[src/rtl/servo_pkg.sv]
// Shared timing defaults and helpers for the servo PWM block: the command-to-pulse
// mapping and the microsecond counter width.
package servo_pkg;

  localparam int DEF_CLK_HZ   = 100_000_000;
  localparam int DEF_FRAME_US = 20_000;
  localparam int DEF_MIN_US   = 1000;
  localparam int DEF_MAX_US   = 2000;

  function automatic int centre_us(input int min_us, input int max_us);
    return (min_us + max_us) / 2;
  endfunction

  // Counter width for a frame of frame_us microseconds; also holds any pulse width.
  function automatic int us_width(input int frame_us);
    return $clog2(frame_us);
  endfunction

  // 64-bit product so cmd*(max-min) cannot overflow for any sane CMD_W.
  function automatic int cmd_to_us(input logic [31:0] cmd, input int cmd_w,
                                   input int min_us, input int max_us);
    logic [63:0] prod;
    logic [63:0] full;
    prod = 64'(cmd) * 64'(max_us - min_us);
    full = (64'd1 << cmd_w) - 64'd1;
    return min_us + int'(prod / full);
  endfunction

endpackage

[src/rtl/us_tick_gen.sv]
// Prescaler producing a one-cycle tick every TICK_DIV clocks; cleared and held while
// hold is high so the frame restarts from a clean microsecond.
module us_tick_gen #(
  parameter int TICK_DIV = 100
) (
  input  logic clk,
  input  logic rst,
  input  logic hold,
  output logic tick
);

  localparam int PW = (TICK_DIV > 1) ? $clog2(TICK_DIV) : 1;
  localparam logic [PW-1:0] LAST = PW'(TICK_DIV - 1);

  logic [PW-1:0] pre;

  assign tick = !hold && (pre == LAST);

  always_ff @(posedge clk) begin
    if (rst || hold)  pre <= '0;
    else if (tick)    pre <= '0;
    else              pre <= pre + 1'b1;
  end

endmodule

[src/rtl/servo_pwm_array.sv]
// N-channel servo PWM with a double-buffered command set committed at frame boundaries.
// Define SERVO_SLEW_EN to ramp each width toward its target by at most SLEW_US per frame.
module servo_pwm_array
  import servo_pkg::*;
#(
  parameter int CHANNELS = 2,
  parameter int CMD_W    = 8,
  parameter int CLK_HZ   = DEF_CLK_HZ,
  parameter int FRAME_US = DEF_FRAME_US,
  parameter int MIN_US   = DEF_MIN_US,
  parameter int MAX_US   = DEF_MAX_US,
  parameter int SLEW_US  = 50
) (
  input  logic                      clk,
  input  logic                      rst,
  input  logic                      enable,
  input  logic [CHANNELS*CMD_W-1:0] cmd,
  input  logic                      cmd_valid,
  output logic                      cmd_ready,
  output logic [CHANNELS-1:0]       pwm,
  output logic                      frame_start
);

  if (MIN_US >= MAX_US) begin : g_chk_range
    $error("servo_pwm_array: MIN_US must be below MAX_US");
  end
  if (MAX_US >= FRAME_US) begin : g_chk_frame
    $error("servo_pwm_array: MAX_US must be below FRAME_US");
  end
  if ((CLK_HZ % 1_000_000) != 0) begin : g_chk_clk
    $error("servo_pwm_array: CLK_HZ must be a multiple of 1 MHz");
  end
  if (SLEW_US < 1) begin : g_chk_slew
    $error("servo_pwm_array: SLEW_US must be positive");
  end

  localparam int TICK_DIV = CLK_HZ / 1_000_000;
  localparam int W        = us_width(FRAME_US);

  typedef logic [W-1:0] us_t;

  localparam us_t CENTRE  = us_t'(centre_us(MIN_US, MAX_US));
  localparam us_t LAST_US = us_t'(FRAME_US - 1);

  logic                     tick;
  logic                     boundary;
  logic                     accept;
  logic                     commit;
  logic                     pending;
  us_t                      us_cnt;
  logic [CHANNELS-1:0][W-1:0] mapped;
  logic [CHANNELS-1:0][W-1:0] shadow;
  logic [CHANNELS-1:0][W-1:0] active;

  us_tick_gen #(.TICK_DIV(TICK_DIV)) u_tick (
    .clk  (clk),
    .rst  (rst),
    .hold (!enable),
    .tick (tick)
  );

  assign boundary  = tick && (us_cnt == LAST_US);
  assign cmd_ready = !pending;
  assign accept    = cmd_valid && cmd_ready;
  assign commit    = boundary && pending;

  // Mapping happens on the way into the shadow so the output path only compares.
  always_comb begin
    mapped = '0;
    for (int i = 0; i < CHANNELS; i++)
      mapped[i] = us_t'(cmd_to_us(32'(cmd[i*CMD_W +: CMD_W]), CMD_W, MIN_US, MAX_US));
  end

`ifdef SERVO_SLEW_EN
  localparam us_t SLEW = us_t'(SLEW_US);

  logic [CHANNELS-1:0][W-1:0] target;

  function automatic us_t slew_step(input us_t cur, input us_t goal);
    if (goal > cur) return ((goal - cur) > SLEW) ? cur + SLEW : goal;
    else            return ((cur - goal) > SLEW) ? cur - SLEW : goal;
  endfunction
`endif

  always_ff @(posedge clk) begin
    if (rst) begin
      us_cnt      <= '0;
      pending     <= 1'b0;
      frame_start <= 1'b0;
      pwm         <= '0;
      shadow      <= {CHANNELS{CENTRE}};
      active      <= {CHANNELS{CENTRE}};
`ifdef SERVO_SLEW_EN
      target      <= {CHANNELS{CENTRE}};
`endif
    end else begin
      frame_start <= boundary;
      if (!enable)   us_cnt <= '0;
      else if (tick) us_cnt <= boundary ? '0 : us_cnt + 1'b1;

      // Accept cannot coincide with commit: ready is low whenever pending is set.
      if (commit)      pending <= 1'b0;
      else if (accept) pending <= 1'b1;
      if (accept) shadow <= mapped;

`ifdef SERVO_SLEW_EN
      if (commit) target <= shadow;
      if (boundary)
        for (int i = 0; i < CHANNELS; i++)
          active[i] <= slew_step(active[i], commit ? shadow[i] : target[i]);
`else
      if (commit) active <= shadow;
`endif

      for (int i = 0; i < CHANNELS; i++)
        pwm[i] <= enable && (us_cnt < active[i]);
    end
  end

endmodule

[config.mk]
export PLATFORM = sky130hd
export DESIGN_NAME = servo_pwm_array
export DESIGN_NICKNAME = d
export VERILOG_FILES = /design/src/rtl/servo_pkg.sv /design/src/rtl/us_tick_gen.sv /design/src/rtl/servo_pwm_array.sv
export SDC_FILE = /design/constraint.sdc
export NUM_CORES = 1
export LEC_CHECK = 0
export ABC_AREA = 1
export BUFFER_PORTS_ARGS = -buffer_cell sky130_fd_sc_hd__clkbuf_2
export CORE_ASPECT_RATIO = 0.9
export CORE_MARGIN = 8
export CORE_UTILIZATION = 45
export DETAILED_ROUTE_END_ITERATION = 6
export GPL_ROUTABILITY_DRIVEN = 0
export SLEW_MARGIN = 10
export SYNTH_ARGS = -nofsm -noshare
export SYNTH_HDL_FRONTEND = slang
export SYNTH_HIERARCHICAL = 1
export SYNTH_SLANG_ARGS = --single-unit
[constraint.sdc]
create_clock -name clk -period 9.82 [get_ports clk]
set_input_delay 0.982 -clock clk [delete_from_list [all_inputs] [get_ports clk]]
set_output_delay 0.982 -clock clk [all_outputs]
set_load 0.05 [all_outputs]
==> flow_summary.rst, run 1 <==
.. list-table::
   :header-rows: 1

   * - Metric
     - Value
   * - Area of the die
     - 30,900 um2
   * - CTS Hold Bufs
     - 0
   * - Sink of the worst hold path
     - shadow[4]
   * - Endpoint of the most critical register-to-register path
     - us_cnt[7]
   * - Worst Path Max Fanout
     - 8
   * - Final cycle utilization of the critical path
     - 97.2%
   * - # rows
     - 55
   * - Syn Std Cell Area
     - 11,500 um2
   * - Worst setup SP type
     - input port
   * - Synthesized area per cell
     - 6.20 um2
   * - Net total in the final layout
     - 2,397
   * - Maximum clock rate
     - 105 MHz
   * - Clock latency of the later-clocked register in the worst-skew pair
     - 0.34 ns
   * - Detailed-router iteration count before antenna repair
     - 5
   * - Number of top-level design ports
     - 24
   * - Worst relative slew slack
     - 34.0%
   * - Yosys reg bits
     - 74
   * - Die X-Extent
     - 184 um
   * - Via count of the first global-routing pass
     - 11,300
   * - Detailed Route WL
     - 30,900 um
   * - Inserted Clock Buffers
     - 9
   * - Number of maximum-capacitance violations
     - 0
   * - Beginning of the worst register-to-register path
     - u_tick/pre[0]
   * - Startpoint-to-endpoint class of the critical path
     - in -> reg
   * - Count of nets left with antenna violations after detail routing
     - 0
   * - Critical Path Sink Type
     - register
   * - Total clock sinks
     - 74
   * - Post-synthesis cell count
     - 1,854
   * - Maximum cell stage delay along the critical path
     - 0.55 ns
   * - CP Data Required Time
     - 10.05 ns
   * - Most frequent cells after synthesis
     - nand2_1, inv_1, nand3_1
   * - Most area-consuming cells after synthesis
     - nand2_1, dfxtp_1, ha_1, inv_1, fa_1
   * - Core Area
     - 25,100 um2
   * - Starting utilization of the core area
     - 45.8%
   * - Setup skew after layout
     - 0.00576 ns
   * - Die height
     - 168 um
   * - Post-synthesis async set-or-reset flop share
     - 0%
   * - Final-report max-slew violation count
     - 0
   * - Slack of the worst reg-to-reg path
     - 7.09 ns
   * - Post-DP HPWL
     - 24,000 um
   * - Post-synth EDFFs
     - 0
   * - Number of cells in the finished layout apart from fillers
     - 2,570
   * - Most numerous cell in the Yosys netlist
     - nand2_1
   * - H-tree level count
     - 3
   * - Number of instances in the placed design
     - 2,489
   * - Number of antenna violations at the first check in global routing
     - 0
   * - Root buffer cell
     - clkbuf_16
   * - Transition time of the tightest slew-check pin
     - 0.989 ns
   * - First-pass GRT wire length
     - 49,900 um
   * - Max clock buf depth
     - 2
   * - TritonCTS clock tree
     - done
   * - Ratio of cells with drive above 1 in the final layout
     - 36.7%
   * - Clock input transition at the sequential cells of the worst setup and hold paths
     - 0.06 ns
   * - Count of input and output buffers
     - 23
   * - WL per Instance
     - 12.0 um
   * - Yosys top cell area share
     - 16.2%
   * - Largest net degree at the start of global routing
     - 36
   * - Post-synth top area cell
     - nand2_1
   * - Via density per instance
     - 4.91
   * - Synthesized netlist net count
     - 2,028
   * - Master of the slowest instance on the critical path
     - fa_1
   * - Most numerous cell on the critical path
     - nand2_2
   * - Dominant register cell in the synthesized netlist
     - dfxtp_1
   * - Unrepaired setup endpoints after global routing
     - yes
   * - Start point of the worst min-delay path
     - shadow[4]
   * - Overall fraction of global-route tracks in use
     - 18.5%
   * - Data arrival, critical path
     - 9.78 ns
   * - Outcome
     - complete, no violations
   * - Via total after detailed routing
     - 12,600
   * - Min Tclk post-route
     - 9.55 ns
   * - Hold-critical path depth
     - 2
   * - Number of cells on the worst reg-to-reg path
     - 12
   * - Type of the tightest min-delay check
     - reg -> reg
   * - Area Growth Syn to Fin
     - 42.5%
   * - Post-detailed-route DRC marker count
     - 0
   * - Antenna fix cells
     - 0
   * - DRC marker count from the first detailed-route iteration
     - 573
   * - Count of final setup violators
     - 0
   * - GR Overflow Total
     - 0
   * - Number of hold violations in the final report
     - 0
   * - Yosys warns
     - 6
   * - Number of different library cells in the post-synthesis netlist
     - 55
   * - Post-synthesis sequential area ratio
     - 12.9%
-- cells by family (layout without fill, tap and decap cells) --
kind of cell | after synthesis | in the layout | synth area share (%)
AO/OA/AOI/OAI | 216 | 216 | 11.0
XOR/XNOR | 22 | 22 | 1.74
adder cells (fa/ha/maj) | 154 | 154 | 19.5
buffers and inverters | 375 | 746 | 12.5
flip-flops | 74 | 74 | 12.9
AND/OR/NAND/NOR | 1013 | 1016 | 42.4
-- layout make-up --
class | count | area, um2
timing repair buffer | 373 | 2800
timing repair inverter | 1 | 7.51
fill | 2245 | 8730
clock buffer | 12 | 256
tap | 342 | 428
clock inverter | 4 | 73.8
sequential | 74 | 1480
inverter | 356 | 1370
multi-input combinational | 1408 | 9970
-- worst max path at each step --
| stage | from | cells past startpoint | endpoint | slack (ns) |
|---|---|---|---|---|
| CTS | cmd[1] | 70 | shadow[0] | 0.02 |
| global placement | cmd[1] | 69 | shadow[0] | -0.63 |
| floorplan | cmd[0] | 64 | shadow[0] | 0.25 |
| global route | cmd[11] | 68 | shadow[15] | -0.38 |
| detailed placement | cmd[1] | 69 | shadow[0] | -0.76 |
| finish | cmd[2] | 72 | shadow[0] | 0.27 |
-- per-layer routing --
metal / share of wire, % / vias to the layer above / track usage (%) / routed length [um]
met1: 48 / 5697 / 26.0 / 14900
li1: - / 6699 / - / -
met3: 2.9 / 31 / 1.62 / 884
met4: 1.1 / 0 / 3.22 / 334
met5: 0 / - / 0 / 0
met2: 48 / 194 / 30.6 / 14700
-- placed cells by master (no fill, tap or decap), types with 55 or more instances in the layout --
cell	count
a21oi_1	67
buf_4	344
dfxtp_1	74
ha_1	97
inv_1	293
inv_2	55
nand2_1	406
nand2_2	103
nand3_1	122
nor2_1	97
-- state kept, by name, summed over array words and instances, names as in the netlist --
name	cells
pwm	2
u_tick/pre	7
pending	1
us_cnt	15
shadow	24
active	24
frame_start	1
-- repair_timing --
item / CTS / global route
pin swaps: 21 / 179
gates resized for setup: 33 / 338
cloned: 0 / 4
buffers inserted: 11 / 52
setup endpoints to repair: 2 / 16
-- critical path: cells and delay by family --
family | cells | cell delay, ns
adder cells (fa/ha/maj) | 8 | 2.86
AND/OR/NAND/NOR | 53 | 5.18
buffers and inverters | 11 | 0.69
-- stage by stage --
| stage | util [%] | worst slack, ns | hold slack (ns) | TNS, ns | area (um2) |
|---|---|---|---|---|---|
| after floorplan | - | 0.248 | 0.429 | 0 | 11500 |
| final | 65.2 | 0.270 | 0.461 | 0 | 16400 |
| after CTS | 58.5 | 0.0198 | 0.466 | 0 | 14700 |
| after detailed placement | 56.3 | -0.756 | 0.447 | -2.59 | 14100 |
| after global routing | 65.2 | -0.384 | 0.480 | -1.92 | 16400 |
| after global placement | 56.3 | -0.630 | 0.443 | -1.50 | 14100 |
Power of run 1 is not shown: default switching activity piles up to over one toggle a cycle in this logic, so the estimate is an artifact.
==> run 2, diff against run 1 <==
CELL_PAD_IN_SITES_DETAIL_PLACEMENT = 1   (was unset)
CELL_PAD_IN_SITES_GLOBAL_PLACEMENT = 2   (was unset)
CORE_UTILIZATION = 33   (was 45)
PLACE_DENSITY_LB_ADDON = 0.1   (was unset)
==> run 2 against run 1 <==
Effect of this change: global-route usage shrank 0.078 points; worst setup slack lost 0.25 ns; maximum frequency down 2.6%; wire length increased by 30%; design area is 8.9% higher; clock-buffer cell count shrank 1; die area up 33%; largest cell class unchanged.
==> flow_summary.rst, run 2 (synthesized netlist as in run 1, its figures left out) <==
.. list-table::
   :header-rows: 1

   * - Metric
     - Value
   * - Outcome
     - complete, no violations (unchanged)
   * - Placement Cell Area
     - 14,600 um2 (was 14,100 um2)
   * - Via count of the first global-routing pass
     - 14,200 (was 11,300)
   * - # rows
     - 65 (was 55)
   * - Critical Path Sink Type
     - register (unchanged)
   * - Count of final setup violators
     - 0 (unchanged)
   * - Antenna fix cells
     - 0 (unchanged)
   * - Detailed Route WL
     - 40,100 um (was 30,900 um)
   * - Via density per instance
     - 4.80 (was 4.91)
   * - Number of antenna violations at the first check in global routing
     - 0 (unchanged)
   * - Ratio of cells with drive above 1 in the final layout
     - 42.3% (was 36.7%)
   * - Data arrival, critical path
     - 10.03 ns (was 9.78 ns)
   * - Final-report max-slew violation count
     - 0 (unchanged)
   * - Starting utilization of the core area
     - 33.1% (was 45.8%)
   * - Worst setup SP type
     - input port (unchanged)
   * - Die X-Extent
     - 213 um (was 184 um)
   * - Type of the tightest min-delay check
     - reg -> reg (unchanged)
   * - Most numerous cell on the critical path
     - nand2_2 (unchanged)
   * - Maximum cell stage delay along the critical path
     - 0.54 ns (was 0.55 ns)
   * - Layout Cell Area excl Fill
     - 17,800 um2 (was 16,400 um2)
   * - GR Overflow Total
     - 0 (unchanged)
   * - Hold Slack
     - 0.461 ns (about the same)
   * - CTS Hold Bufs
     - 0 (unchanged)
   * - Inserted Clock Buffers
     - 9 (unchanged)
   * - Startpoint-to-endpoint class of the critical path
     - in -> reg (unchanged)
   * - Final cycle utilization of the critical path
     - 99.8% (was 97.2%)
   * - Setup skew after layout
     - 0.00838 ns (was 0.00576 ns)
   * - Net total in the final layout
     - 2,492 (was 2,397)
   * - Highest-count cells in the layout ignoring fill and taps
     - buf_4, nand2_1, inv_1, nand2_2, nand3_1 (was nand2_1, buf_4, inv_1, nand3_1, nand2_2)
   * - Min Tclk post-route
     - 9.80 ns (was 9.55 ns)
   * - Biggest regs
     - active x24, shadow x24, us_cnt x15 (unchanged)
   * - Slack of the worst reg-to-reg path
     - 6.80 ns (was 7.09 ns)
   * - DRC marker count from the first detailed-route iteration
     - 350 (was 573)
   * - Number of maximum-capacitance violations
     - 0 (unchanged)
   * - Worst relative slew slack
     - 45.3% (was 34.0%)
   * - Largest net degree at the start of global routing
     - 36 (unchanged)
   * - Clock input transition at the sequential cells of the worst setup and hold paths
     - 0.06 ns (about the same)
   * - TritonCTS clock tree
     - done (unchanged)
   * - Post-Place Worst Slack
     - -0.978 ns (was -0.756 ns)
   * - Area of the die
     - 41,100 um2 (was 30,900 um2)
   * - Post-DP HPWL
     - 30,300 um (was 24,000 um)
   * - Count of nets left with antenna violations after detail routing
     - 0 (unchanged)
   * - Transition time of the tightest slew-check pin
     - 0.819 ns (was 0.989 ns)
   * - Number of hold violations in the final report
     - 0 (unchanged)
   * - Max clock buf depth
     - 2 (unchanged)
   * - Master of the slowest instance on the critical path
     - fa_1 (unchanged)
   * - CP Data Required Time
     - 10.05 ns (about the same)
   * - Area Growth Syn to Fin
     - 55.1% (was 42.5%)
   * - Via total after detailed routing
     - 13,400 (was 12,600)
   * - Clock latency of the later-clocked register in the worst-skew pair
     - 0.34 ns (about the same)
   * - Worst Path Max Fanout
     - 6 (was 8)
   * - Detailed-router iteration count before antenna repair
     - 6 (was 5)
   * - Core Area
     - 34,700 um2 (was 25,100 um2)
   * - Die height
     - 193 um (was 168 um)
   * - Root buffer cell
     - clkbuf_16 (unchanged)
   * - WL per Instance
     - 14.4 um (was 12.0 um)
   * - H-tree level count
     - 3 (unchanged)
   * - Most common cell after layout, fill and taps aside
     - buf_4 (was nand2_1)
   * - Filler instances
     - 4,490 (was 2,245)
   * - Post-detailed-route DRC marker count
     - 0 (unchanged)
   * - Unrepaired setup endpoints after global routing
     - yes (unchanged)
   * - Number of top-level design ports
     - 24 (unchanged)
   * - Count of input and output buffers
     - 23 (unchanged)
   * - Total clock sinks
     - 74 (unchanged)
   * - Overall fraction of global-route tracks in use
     - 18.4% (was 18.5%)
   * - Maximum clock rate
     - 102 MHz (was 105 MHz)
   * - First-pass GRT wire length
     - 64,800 um (was 49,900 um)
   * - Final worst-path setup slack
     - 0.0163 ns (was 0.270 ns)
-- run 2: path summary, 6_finish.rpt --
path	from	endpoint	cells past startpoint
max	cmd[9]	shadow[15]	67
min	active[9]	active[9]	2
max reg2reg	u_tick/pre[0]	us_cnt[7]	12
min reg2reg	active[9]	active[9]	2
-- run 2: cell type report --
type | count | area [um2] | area share (%)
multi-input cells | 1407 | 10400 | 58.6
repair buffers | 469 | 3610 | 20.2
flip-flops and latches | 74 | 1480 | 8.31
inverters | 356 | 1390 | 7.77
well taps | 469 | 587 | 3.29
clock buffers | 11 | 243 | 1.36
clock inverters | 5 | 77.6 | 0.435
repair inverters | 1 | 7.51 | 0.0421
-- run 2: repair_timing --
action                                  CTS  global route
gates cloned                              2             1
buffers inserted                         51            67
pin swaps                                93           225
endpoints found under the setup margin    7            21
gates resized for setup                 128           383
-- run 2: stage by stage --
step / cells / setup TNS (ns) / utilization (%)
after floorplan: 1854 / 0 / -
after global placement: 2655 / -3.01 / 42.0
after detailed placement: 2655 / -4.92 / 42.0
after CTS: 2724 / 0 / 45.7
after global routing: 2792 / -2.78 / 51.4
final: 2792 / 0 / 51.4
-- run 2: worst max-delay path, delay by kind of cell --
family	cells	cell delay (ns)
AND/OR/NAND/NOR	38	3.91
buffers and inverters	16	1.60
adder cells (fa/ha/maj)	8	2.67
XOR/XNOR	1	0.18
AO/OA/AOI/OAI	4	0.70
-- run 2: per-layer routing --
metal | track usage (%) | wire (um) | up-vias
li1 | - | - | 6867
met1 | 23.6 | 18400 | 6437
met2 | 34.2 | 20900 | 70
met3 | 1.28 | 400 | 31
met4 | 2.73 | 447 | 0
met5 | 0 | 0 | -
Power of run 2 is left out for the same reason.
==> run 3, diff against run 2 <==
CORE_UTILIZATION = 39   (was 33)
clock period = 12.6 ns   (was 9.82 ns; I/O delays follow)
==> run 3 against run 2 <==
Effect of this change: non-clock buffer count fell by 440; clock-buffer cell count rose by 2; sequential share of layout area rose by 3.7 points; global-route usage barely moved; clock skew fell by 0.0021 ns; hold slack got worse by 0.0014 ns; via count fell by 15%; largest cell class unchanged.
==> flow_summary.rst, run 3 (synthesized netlist as in run 1, its figures left out) <==
.. list-table::
   :header-rows: 1

   * - Metric
     - Value
   * - H-tree level count
     - 3 (unchanged)
   * - Transition time of the tightest slew-check pin
     - 1.03 ns (was 0.819 ns)
   * - Master of the slowest instance on the critical path
     - fa_1 (unchanged)
   * - TritonCTS clock tree
     - done (unchanged)
   * - Highest-count cells in the layout ignoring fill and taps
     - nand2_1, inv_1, nand3_1, nor2_1, ha_1 (was buf_4, nand2_1, inv_1, nand2_2, nand3_1)
   * - Count of nets left with antenna violations after detail routing
     - 0 (unchanged)
   * - Root buffer cell
     - clkbuf_16 (unchanged)
   * - Number of hold violations in the final report
     - 0 (unchanged)
   * - Via count of the first global-routing pass
     - 11,700 (was 14,200)
   * - Overall fraction of global-route tracks in use
     - 18.5% (was 18.4%)
   * - Area of the die
     - 35,200 um2 (was 41,100 um2)
   * - Largest net degree at the start of global routing
     - 36 (unchanged)
   * - GR Overflow Total
     - 0 (unchanged)
   * - Startpoint-to-endpoint class of the critical path
     - in -> reg (unchanged)
   * - Ratio of cells with drive above 1 in the final layout
     - 11.9% (was 42.3%)
   * - Critical Path Sink Type
     - register (unchanged)
   * - Post-cts resize count
     - 0 (was 128)
   * - DRC marker count from the first detailed-route iteration
     - 412 (was 350)
   * - Setup Total Neg Slack
     - 0 ns (unchanged)
   * - Detailed Route WL
     - 31,600 um (was 40,100 um)
   * - Core Area
     - 28,900 um2 (was 34,700 um2)
   * - Worst relative slew slack
     - 31.1% (was 45.3%)
   * - Worst setup SP type
     - input port (unchanged)
   * - Unrepaired setup endpoints after global routing
     - no (was yes)
   * - Most common cell after layout, fill and taps aside
     - nand2_1 (was buf_4)
   * - First-pass GRT wire length
     - 55,700 um (was 64,800 um)
   * - Post-DP HPWL
     - 26,900 um (was 30,300 um)
   * - Number of top-level design ports
     - 24 (unchanged)
   * - Count of final setup violators
     - 0 (unchanged)
   * - Maximum clock rate
     - 88.1 MHz
   * - Count of input and output buffers
     - 23 (unchanged)
   * - Type of the tightest min-delay check
     - reg -> reg (unchanged)
   * - Number of maximum-capacitance violations
     - 0 (unchanged)
   * - Die X-Extent
     - 197 um (was 213 um)
   * - Clock input transition at the sequential cells of the worst setup and hold paths
     - 0.05 ns (was 0.06 ns)
   * - # rows
     - 59 (was 65)
   * - Min Tclk post-route
     - 11.35 ns
   * - Clock latency of the later-clocked register in the worst-skew pair
     - 0.33 ns (was 0.34 ns)
   * - Post-detailed-route DRC marker count
     - 0 (unchanged)
   * - CP Data Required Time
     - 12.82 ns (was 10.05 ns)
   * - Max clock buf depth
     - 2 (unchanged)
   * - Starting utilization of the core area
     - 39.7% (was 33.1%)
   * - Total clock sinks
     - 74 (unchanged)
   * - Area Growth Syn to Fin
     - 7.16% (was 55.1%)
   * - Net total in the final layout
     - 2,049 (was 2,492)
   * - Inserted Clock Buffers
     - 9 (unchanged)
   * - Maximum cell stage delay along the critical path
     - 0.57 ns (was 0.54 ns)
   * - Number of antenna violations at the first check in global routing
     - 0 (unchanged)
   * - Outcome
     - complete, no violations (unchanged)
   * - WL per Instance
     - 13.9 um (was 14.4 um)
   * - Biggest regs
     - active x24, shadow x24, us_cnt x15 (unchanged)
   * - Final cycle utilization of the critical path
     - 90.1%
   * - Final-report max-slew violation count
     - 0 (unchanged)
   * - Die height
     - 179 um (was 193 um)
   * - Most numerous cell on the critical path
     - nand2_1 (was nand2_2)
   * - Detailed-router iteration count before antenna repair
     - 4 (was 6)
   * - Via total after detailed routing
     - 11,400 (was 13,400)
   * - Via density per instance
     - 4.99 (was 4.80)
   * - Data arrival, critical path
     - 11.57 ns (was 10.03 ns)
   * - Antenna fix cells
     - 0 (unchanged)
   * - Worst Path Max Fanout
     - 15 (was 6)
   * - Setup skew after layout
     - 0.00628 ns (was 0.00838 ns)
   * - Hold Slack
     - 0.459 ns (was 0.461 ns)
==> run 3: worst paths after layout <==
kind / start / to / slack [ns] / cells after the start
worst min register to register: shadow[4] / shadow[4] / 0.46 / 2
worst max register to register: u_tick/pre[0] / us_cnt[7] / 9.80 / 12
worst min-delay path: shadow[4] / shadow[4] / 0.46 / 2
worst max-delay path: cmd[1] / shadow[0] / 1.25 / 71
==> run 3: layer usage <==
layer	vias to the layer above	track usage (%)	share of wire (%)
met5	-	0	0
met4	0	2.79	0.74
met3	13	1.20	1.3
met2	65	31.0	44
met1	5296	26.2	54
li1	5992	-	-
==> run 3: cell type report <==
type	count	area (um2)
tap	396	495
fill	3954	16600
timing repair buffer	29	160
clock inverter	3	15.0
clock buffer	13	250
sequential	74	1480
multi-input combinational	1405	8580
inverter	356	1340
==> run 3: timing repair <==
action,in CTS,in global routing
buffers inserted,0,3
hold buffers,0,0
setup endpoints to repair,0,1
==> run 3: per-stage QoR <==
step / worst slack [ns] / instance area (um2) / utilization (%) / cells
global placement: 0.849 / 12000 / 41.6 / 2257
floorplan: 2.75 / 11500 / - / 1854
detailed placement: 0.720 / 12000 / 41.6 / 2257
CTS: 1.06 / 12300 / 42.5 / 2273
finish: 1.25 / 12300 / 42.6 / 2276
global route: 0.0309 / 12300 / 42.6 / 2276
==> run 3: critical path, delay by kind of cell <==
kind	cells	cell delay [ns]
adder cells (fa/ha/maj)	8	3.04
buffers and inverters	10	0.89
AND/OR/NAND/NOR	53	6.35
Power of run 3 is left out for the same reason.
